File: config.mk
export PLATFORM = sky130hd
export DESIGN_NAME = steer_en
export DESIGN_NICKNAME = d
export VERILOG_FILES = /design/src/rtl/steer_pkg.sv /design/src/rtl/steer_tmr.sv /design/src/rtl/steer_en.sv
export SDC_FILE = /design/constraint.sdc
export NUM_CORES = 1
export LEC_CHECK = 0
export CAP_MARGIN = 15
export CORE_MARGIN = 3
export CORE_UTILIZATION = 25
export CTS_CLUSTER_DIAMETER = 100
export DETAILED_ROUTE_END_ITERATION = 16
export PLACE_DENSITY = 0.54
export SYNTH_ARGS = -nofsm -noshare
export SYNTH_HDL_FRONTEND = slang
export SYNTH_HIERARCHICAL = 1
export SYNTH_SLANG_ARGS = --single-unit
File: constraint.sdc
create_clock -name clk -period 2.93 [get_ports clk]
set_input_delay 0.4395 -clock clk [delete_from_list [all_inputs] [get_ports clk]]
set_output_delay 0.4395 -clock clk [all_outputs]
set_load 0.05 [all_outputs]
File: src/rtl/steer_pkg.sv
// Shared types and constants for the steering-enable qualifier.
package steer_pkg;

    // Rider FSM: nobody aboard, settling, steering allowed.
    typedef enum logic [1:0] {
        IDLE  = 2'd0,
        WAIT  = 2'd1,
        STEER = 2'd2
    } steer_state_e;

    // Default weight thresholds on the 13-bit load-cell sum.
    localparam logic [11:0] MIN_RIDER_WT_DEF  = 12'h200;
    localparam logic [7:0]  WT_HYSTERESIS_DEF = 8'h40;

    // Settling timer widths: real hardware vs. shortened simulation.
    localparam int TMR_W_NORM = 26;
    localparam int TMR_W_FAST = 15;

    // Magnitude of the left/right imbalance.
    function automatic logic [11:0] abs_diff(input logic [11:0] a, input logic [11:0] b);
        return (a >= b) ? (a - b) : (b - a);
    endfunction

endpackage

File: src/rtl/steer_tmr.sv
// Saturating up-counter used as the rider settling timer.
module steer_tmr
    import steer_pkg::*;
#(
    parameter int W = TMR_W_FAST
) (
    input  logic clk,
    input  logic rst,
    input  logic clr,
    input  logic inc,
    output logic full
);

    logic [W-1:0] cnt_q;
    logic [W-1:0] cnt_d;

    assign full = &cnt_q;

    // Clear wins over increment; the count sticks at all-ones.
    always_comb begin
        cnt_d = cnt_q;
        if (clr) begin
            cnt_d = '0;
        end else if (inc && !full) begin
            cnt_d = cnt_q + 1'b1;
        end
    end

    // Counter register.
    always_ff @(posedge clk or posedge rst) begin
        if (rst) begin
            cnt_q <= '0;
        end else begin
            cnt_q <= cnt_d;
        end
    end

endmodule

File: src/rtl/steer_en.sv
// Rider-presence and steering-enable qualifier driven by the left/right
// load cells. Steering is granted only after the rider has stood evenly
// for a full settling period.
module steer_en
    import steer_pkg::*;
#(
    parameter logic [11:0] MIN_RIDER_WT  = MIN_RIDER_WT_DEF,
    parameter logic [7:0]  WT_HYSTERESIS = WT_HYSTERESIS_DEF,
    parameter bit          FAST_SIM      = 1'b0
) (
    input  logic        clk,
    input  logic        rst,
    input  logic [11:0] lft_ld,
    input  logic [11:0] rght_ld,
    output logic        en_steer,
    output logic        rider_off,
    output logic        tmr_full
);

    localparam int TMR_W = FAST_SIM ? TMR_W_FAST : TMR_W_NORM;

    // Hysteresis thresholds: a rider must exceed THR_HI to be detected,
    // and is only considered gone once the sum falls below THR_LO.
    localparam logic [12:0] THR_HI = {1'b0, MIN_RIDER_WT} + {5'b0, WT_HYSTERESIS};
    localparam logic [12:0] THR_LO = {1'b0, MIN_RIDER_WT} - {5'b0, WT_HYSTERESIS};

    steer_state_e state_q;
    steer_state_e state_d;

    logic [12:0] sum;
    logic [11:0] diff;
    logic        sum_gt_min;
    logic        diff_gt_1_4;
    logic        diff_gt_15_16;
    logic        tmr_clr;
    logic        tmr_inc;

    assign sum  = {1'b0, lft_ld} + {1'b0, rght_ld};
    assign diff = abs_diff(lft_ld, rght_ld);

    // Once a rider is detected the lower threshold applies, so a sum
    // inside the band keeps whatever qualifier the current state has.
    assign sum_gt_min    = (state_q == IDLE) ? (sum > THR_HI) : (sum >= THR_LO);
    assign diff_gt_1_4   = {1'b0, diff} > (sum >> 2);
    assign diff_gt_15_16 = {1'b0, diff} > (sum - (sum >> 4));

    steer_tmr #(
        .W(TMR_W)
    ) u_tmr (
        .clk (clk),
        .rst (rst),
        .clr (tmr_clr),
        .inc (tmr_inc),
        .full(tmr_full)
    );

    // Next-state and timer control; low weight is checked first so it
    // beats any imbalance condition.
    always_comb begin
        state_d = state_q;
        tmr_clr = 1'b0;
        tmr_inc = 1'b0;
        case (state_q)
            IDLE: begin
                tmr_clr = 1'b1;
                if (sum_gt_min) begin
                    state_d = WAIT;
                end
            end
            WAIT: begin
                if (!sum_gt_min) begin
                    state_d = IDLE;
                end else if (diff_gt_1_4) begin
                    tmr_clr = 1'b1;
                end else if (tmr_full) begin
                    state_d = STEER;
                end else begin
                    tmr_inc = 1'b1;
                end
            end
            STEER: begin
                if (!sum_gt_min) begin
                    state_d = IDLE;
                end else if (diff_gt_15_16) begin
                    state_d = WAIT;
                    tmr_clr = 1'b1;
                end
            end
            default: begin
                state_d = IDLE;
            end
        endcase
    end

    // State register; reset forces IDLE immediately so the outputs
    // drop steering without waiting for a clock.
    always_ff @(posedge clk or posedge rst) begin
        if (rst) begin
            state_q <= IDLE;
        end else begin
            state_q <= state_d;
        end
    end

    assign en_steer  = (state_q == STEER);
    assign rider_off = (state_q == IDLE);

endmodule

==> run_results.csv, run 1 <==
group,metric,value,unit
status,status,"complete, but fails checks",
status,violations,"setup timing",
clocking,cts.sinks,28,
timing,rsz0062_at_grt,"yes",
critical_path,worst_path_most_repeated_cell,"buf_4",
synth,avgSynthCellArea,8.17,µm²
synth,synth-edff-count,0,
cells_and_area,num-fill-cells,1738,
timing,slew_headroom,0.643,
synth,synth.distinct_cells,82,
floorplan,core,18300,µm²
critical_path,cpMaxStageDelayCell,"or4_4",
critical_path,slowest_delay,0.54,ns
routing,wire_per_inst,14.1,µm
timing,clock.fmax,198,MHz
synth,ys_ff_latch,28,
cells_and_area,final_layout_size_suffix_gt1_frac,0.507,
cells_and_area,diodes,0,
clocking,clock_path_buffers,2,
synth,synthTopCellsByCount,"ha_1 (69), inv_1 (59), a21oi_1 (47)",
power_and_ir_drop,pwr-share-comb,0.807,
synth,yosysWarnings,6,
clocking,cts_buffers,3,
critical_path,crit_arrival,5.24,ns
critical_path,critPathKind,"input port to register",
critical_path,rr_startpoint,"u_tmr/cnt_q[12]",
clocking,cts_tree,"built",
routing,drt_wl_total,14800,µm
critical_path,cp-end-kind,"register",
floorplan,die_h,144,µm
global_routing,grt_pass1_vias,5128,
synth,syn_area,4750,µm²
timing,clock_skew,0.00175,ns
timing,setup_slack,-2.13,ns
routing,first_pass_iters,5,
global_routing,grt_max_degree,27,
power_and_ir_drop,irDropWorstVdd,0.260,mV
worst_hold_path,min_path_type,"input port to async pin",
power_and_ir_drop,power_frac_seq,0.097,
synth,postSynthCellCount,581,
routing,top_layer,"met4",
critical_path,required,3.11,ns
routing,viasPerCell,4.85,
place,dpl.cell_count,990,
timing,fin_crit,5.06,ns
cells_and_area,post-route-util,0.437,
timing,fin_tns_setup,-56.99,ns
routing,final_antenna_net_count,0,
synth,async_flop_share,1.00,
synth,synth.most_common_cell,"ha_1",
routing,met2_length,7160,µm
job,maxCapViolCount,0,
place,dp_slack,-3.08,ns
power_and_ir_drop,design_power_total,4.30,mW
place,portBuffers,28,
synth,seq_area_frac_synth,0.148,
place,gp_congestion,0.864,
synth,yosys-top-cells-area,"ha_1 (18%), dfrtp_1 (15%), xnor2_1 (5.7%)",
power_and_ir_drop,power_switching,1.74,mW
critical_path,r2r_cells,9,
place,dpl_cell_area,6600,µm²
power_and_ir_drop,pwr-share-clk,0.096,
global_routing,grt_pass1_wl,25000,µm
cells_and_area,area_growth,68.6,%
floorplan,num_rows,49,
routing,wl_met3,379,µm
critical_path,critPathMaxFanout,5,
routing,vias,5086,
clocking,clk_latency,0.26,ns
clocking,htree_levels,1,
clocking,cts_root_buf,"clkbuf_16",
power_and_ir_drop,intPower,2.57,mW
global_routing,grt-ovfl-total,0,
synth,synth_area_leader_cell,"ha_1",
floorplan,initial_utilization,0.259,
cells_and_area,stdcell_area,8010,µm²
timing,hold_viol,0,
critical_path,start_kind,"input port",
global_routing,grtUsageTotal,0.144,
cells_and_area,layout.cells.non_filler,1049,
synth,synth_fp_nets,680,
timing,post-route-period-util,1.73,
power_and_ir_drop,switching_share,0.404,
timing,setup_viol,28,
global_routing,antenna_found_initial,0,
clocking,clk_pin_slew_worst_paths,0.07,ns
critical_path,rrSetupSlack,0.35,ns
routing,drtIter0Drc,224,
cells_and_area,nets,920,
synth,synth_top_area_share,0.182,
routing,post-route-drc-count,0,
floorplan,die-area,20700,µm²
power_and_ir_drop,powerDensity,537,nW/µm²
power_and_ir_drop,p_leak,3.57,nW
synth,ys.flop_type,"dfrtp_1",
floorplan,die_w,144,µm
timing,tightest_slew,0.534,ns
timing,slew_violations,0,
timing,hold_ws,0.403,ns
critical_path,r2r-end,"u_tmr/cnt_q[10]",
floorplan,pin_count,29,
place,dp_hpwl,11400,µm
routing,drt-met1-wl,7210,µm
==> cell families (layout without fill, tap and decap cells) <==
group	after synthesis	count (layout)	synth area share
multiplexers	11	11	0.0264
AND/OR/NAND/NOR	180	180	0.214
flip-flops	28	28	0.148
adder cells (fa/ha/maj)	74	74	0.201
buffers and inverters	82	321	0.0717
AO/OA/AOI/OAI	163	163	0.247
XOR/XNOR	43	43	0.0925
==> cell type report <==
type | count | area, µm² | share of cell area
repair buffers | 256 | 2080 | 0.260
clock inverters | 1 | 30.0 | 0.00375
clock buffers | 3 | 75.1 | 0.00938
multi-input cells | 471 | 4600 | 0.574
well taps | 229 | 287 | 0.0358
flip-flops and latches | 28 | 701 | 0.0875
inverters | 61 | 234 | 0.0292
==> cells in the final DEF (no fill, tap or decap), types with 9 or more instances in the layout <==
cell type / count
a21oi_2: 20
buf_6: 17
dlygate4sd2_1: 10
a21o_1: 14
o21ai_0: 12
inv_1: 43
nor2_1: 26
dfrtp_1: 28
ha_1: 44
ha_4: 20
o31ai_1: 10
nand2_1: 29
nor2_4: 9
o21a_1: 12
inv_2: 16
buf_2: 9
a21oi_1: 24
nand4_1: 10
buf_4: 207
nand3_1: 13
xnor2_1: 25
==> routing by layer <==
layer | global-route usage | vias to the layer above
li1 | - | 2586
met1 | 0.204 | 2437
met2 | 0.246 | 57
met3 | 0.0146 | 6
met4 | 0.0114 | 0
met5 | 0 | -
==> critical path, delay by kind of cell <==
kind | cells | cell delay, ns
compound gates | 11 | 1.43
fa+ha+maj | 3 | 0.73
xor+xnor | 2 | 0.31
simple gates | 3 | 0.74
buf+inv | 14 | 1.58
==> what timing repair did <==
item / in CTS / in global routing
hold buffers: 0 / 0
pin swaps: 75 / 44
endpoints found under the setup margin: 28 / 28
setup buffers: 43 / 16
endpoints found under the hold margin: 0 / 0
gates resized for setup: 185 / 85
cloned: 0 / 1
==> sequential cells by signal, summed over array words and instances, names as in the netlist <==
signal and count:
state_q 2, u_tmr/cnt_q 26
==> power by group through the flow <==
stage               clock (mW)  sequential (mW)  combinational [mW]
floorplan                    0            0.422                1.51
global placement             0            0.425                2.48
detailed placement           0            0.426                2.50
CTS                      0.422            0.418                2.98
global route             0.437            0.421                3.79
finish                   0.412            0.419                3.47
==> worst max path at each step <==
stage,start,endpoint,slack [ns],depth (start not counted)
after global placement,lft_ld[0],u_tmr/cnt_q[12],-2.94,22
after floorplan,lft_ld[0],u_tmr/cnt_q[14],-2.30,29
after global routing,lft_ld[1],u_tmr/cnt_q[24],-2.36,31
final,lft_ld[6],u_tmr/cnt_q[24],-2.13,33
after detailed placement,rght_ld[0],u_tmr/cnt_q[14],-3.08,21
after CTS,rght_ld[0],u_tmr/cnt_q[14],-2.00,31
(Power assumes the default switching activity.)
==> run 2, diff against run 1 <==
--- a/config.mk
+++ b/config.mk
@@ -15,3 +15,4 @@
 export SYNTH_HDL_FRONTEND = slang
 export SYNTH_HIERARCHICAL = 1
 export SYNTH_SLANG_ARGS = --single-unit
+export TNS_END_PERCENT = 10
==> run 2 against run 1 <==
  * Largest cell class unchanged
  * Clock skew is 0.0030 ns higher
  * Critical path type unchanged
  * The flow still finishes with violations (setup timing)
  * Final area is 1.5% lower
  * Register-to-register slack got worse by 0.08 ns
  * Clock power is 2% lower
  * Flip-flop and latch count stayed put
  * Clock-buffer cell count stayed put
  * Sequential share of layout area is 0.14 points higher
==> run_results.csv, run 2 (same netlist as run 1, synthesis figures left out) <==
group,metric,value,unit
clocking,cts_root_buf,"clkbuf_16",
power_and_ir_drop,powerDensity,510,nW/µm²
global_routing,grt_max_degree,27,
critical_path,critical_path.top_delay_family,"compound AO/OA/AOI/OAI gates",
floorplan,core,18300,µm²
critical_path,cpMaxStageDelayCell,"or4_1",
clocking,clk_latency,0.26,ns
place,dpl.cell_count,1006,
global_routing,grt-ovfl-total,0,
global_routing,grtUsageTotal,0.139,
timing,fin_tns_setup,-59.95,ns
critical_path,slowest_delay,0.40,ns
clocking,cts_tree,"built",
clocking,cts.sinks,28,
critical_path,worst-path-stages,29,
routing,vias,5000,
routing,drtIter0Drc,173,
timing,slew_headroom,0.597,
place,portBuffers,28,
cells_and_area,final_layout_size_suffix_gt1_frac,0.470,
cells_and_area,regMostFlops,"u_tmr/cnt_q",
floorplan,die-area,20700,µm²
floorplan,pin_count,29,
routing,first_pass_iters,4,
floorplan,die_h,144,µm
place,dp_hpwl,11100,µm
cells_and_area,diodes,0,
critical_path,rrSetupSlack,0.27,ns
critical_path,r2r_cells,12,
timing,setup_slack,-2.24,ns
power_and_ir_drop,irDropWorstVdd,0.240,mV
clocking,clk_pin_slew_worst_paths,0.06,ns
cells_and_area,reg_top3,"u_tmr/cnt_q: 26 flops, state_q: 2 flops",
power_and_ir_drop,p_leak,3.56,nW
worst_hold_path,min_path_type,"input port to async pin",
critical_path,critPathMaxFanout,3,
critical_path,r2r-end,"u_tmr/cnt_q[19]",
cells_and_area,area_growth,66.0,%
cells_and_area,num-fill-cells,1763,
cells_and_area,post-route-util,0.430,
floorplan,die_w,144,µm
clocking,clock_path_buffers,2,
status,status,"complete, but fails checks",
routing,final_antenna_net_count,0,
cells_and_area,largest_register_ffs,26,
place,gp_congestion,0.860,
clocking,htree_levels,1,
timing,setup_viol,28,
routing,post-route-drc-count,0,
clocking,cts_hold_buf,0,
floorplan,initial_utilization,0.259,
critical_path,required,3.08,ns
timing,post-route-period-util,1.76,
cells_and_area,layout.cells.non_filler,1054,
status,violations,"setup timing",
critical_path,cp-endpoint,"state_q[0]",
global_routing,grt_pass1_wl,24000,µm
global_routing,antenna_found_initial,0,
routing,drt_wl_total,14200,µm
timing,slew_violations,0,
timing,rsz0062_at_grt,"yes",
critical_path,crit_arrival,5.32,ns
critical_path,rr_startpoint,"u_tmr/cnt_q[2]",
critical_path,cp-end-kind,"register",
critical_path,critPathKind,"input port to register",
timing,tightest_slew,0.602,ns
timing,hold_viol,0,
cells_and_area,final_common_cell,"buf_4",
timing,clock.fmax,193,MHz
critical_path,start_kind,"input port",
routing,viasPerCell,4.74,
timing,fin_crit,5.17,ns
job,maxCapViolCount,0,
clocking,cts_buffers,3,
timing,clock_skew,0.00471,ns
critical_path,critical_path_buf_inv_count,3,
global_routing,grt_pass1_vias,5028,
cells_and_area,final_cell_mix,"buf_4 (221), inv_1 (46), ha_1 (46), a21oi_1 (35), nor2_1 (33)",
routing,wire_per_inst,13.4,µm
floorplan,num_rows,49,
critical_path,startpoint,"rght_ld[0]",
place,dp_slack,-3.16,ns
cells_and_area,nets,925,
## run 2: worst min-delay path by stage
stage / startpoint / endpoint / depth (start not counted)
2_1_floorplan: rst / state_q[0] / 1
3_3_place_gp: u_tmr/cnt_q[23] / u_tmr/cnt_q[23] / 3
3_5_place_dp: u_tmr/cnt_q[13] / u_tmr/cnt_q[13] / 2
4_1_cts: rst / state_q[1] / 2
5_1_grt: rst / state_q[1] / 2
6_report: rst / state_q[1] / 2
## run 2: what timing repair did
action,CTS,global route
setup endpoints to repair,28,28
pin swaps,70,31
resized for setup,163,35
setup buffers,35,9
gates cloned,0,0
## run 2: layer usage
metal  GRT usage  wire length [µm]  vias to the layer above
li1            -                 -                     2593
met1       0.195              7010                     2337
met2       0.240              6730                       56
met3     0.00965               259                       14
met4      0.0198               164                        0
met5           0                 0                        -
## run 2: power breakdown
group	internal (mW)	total, mW	switching [mW]
clock	0.272	0.402	0.130
combinational	1.73	3.20	1.47
sequential	0.402	0.420	0.0181
total	2.41	4.02	1.62
## run 2: cell type report
cell class / instances / area, µm² / share of cell area
repair buffers: 261 / 2060 / 0.262
well taps: 229 / 287 / 0.0363
multi-input cells: 471 / 4500 / 0.570
clock inverters: 1 / 30.0 / 0.00381
flip-flops and latches: 28 / 701 / 0.0889
clock buffers: 3 / 75.1 / 0.00952
inverters: 61 / 231 / 0.0294
## run 2: metrics by stage
stage | total power [mW] | hold WS (ns) | area (µm²)
after floorplan | 1.92 | 0.181 | 4870
after global placement | 2.97 | 0.542 | 6720
after detailed placement | 2.98 | 0.547 | 6720
after CTS | 3.86 | 0.400 | 7660
after global routing | 4.37 | 0.393 | 7880
final | 4.02 | 0.392 | 7880
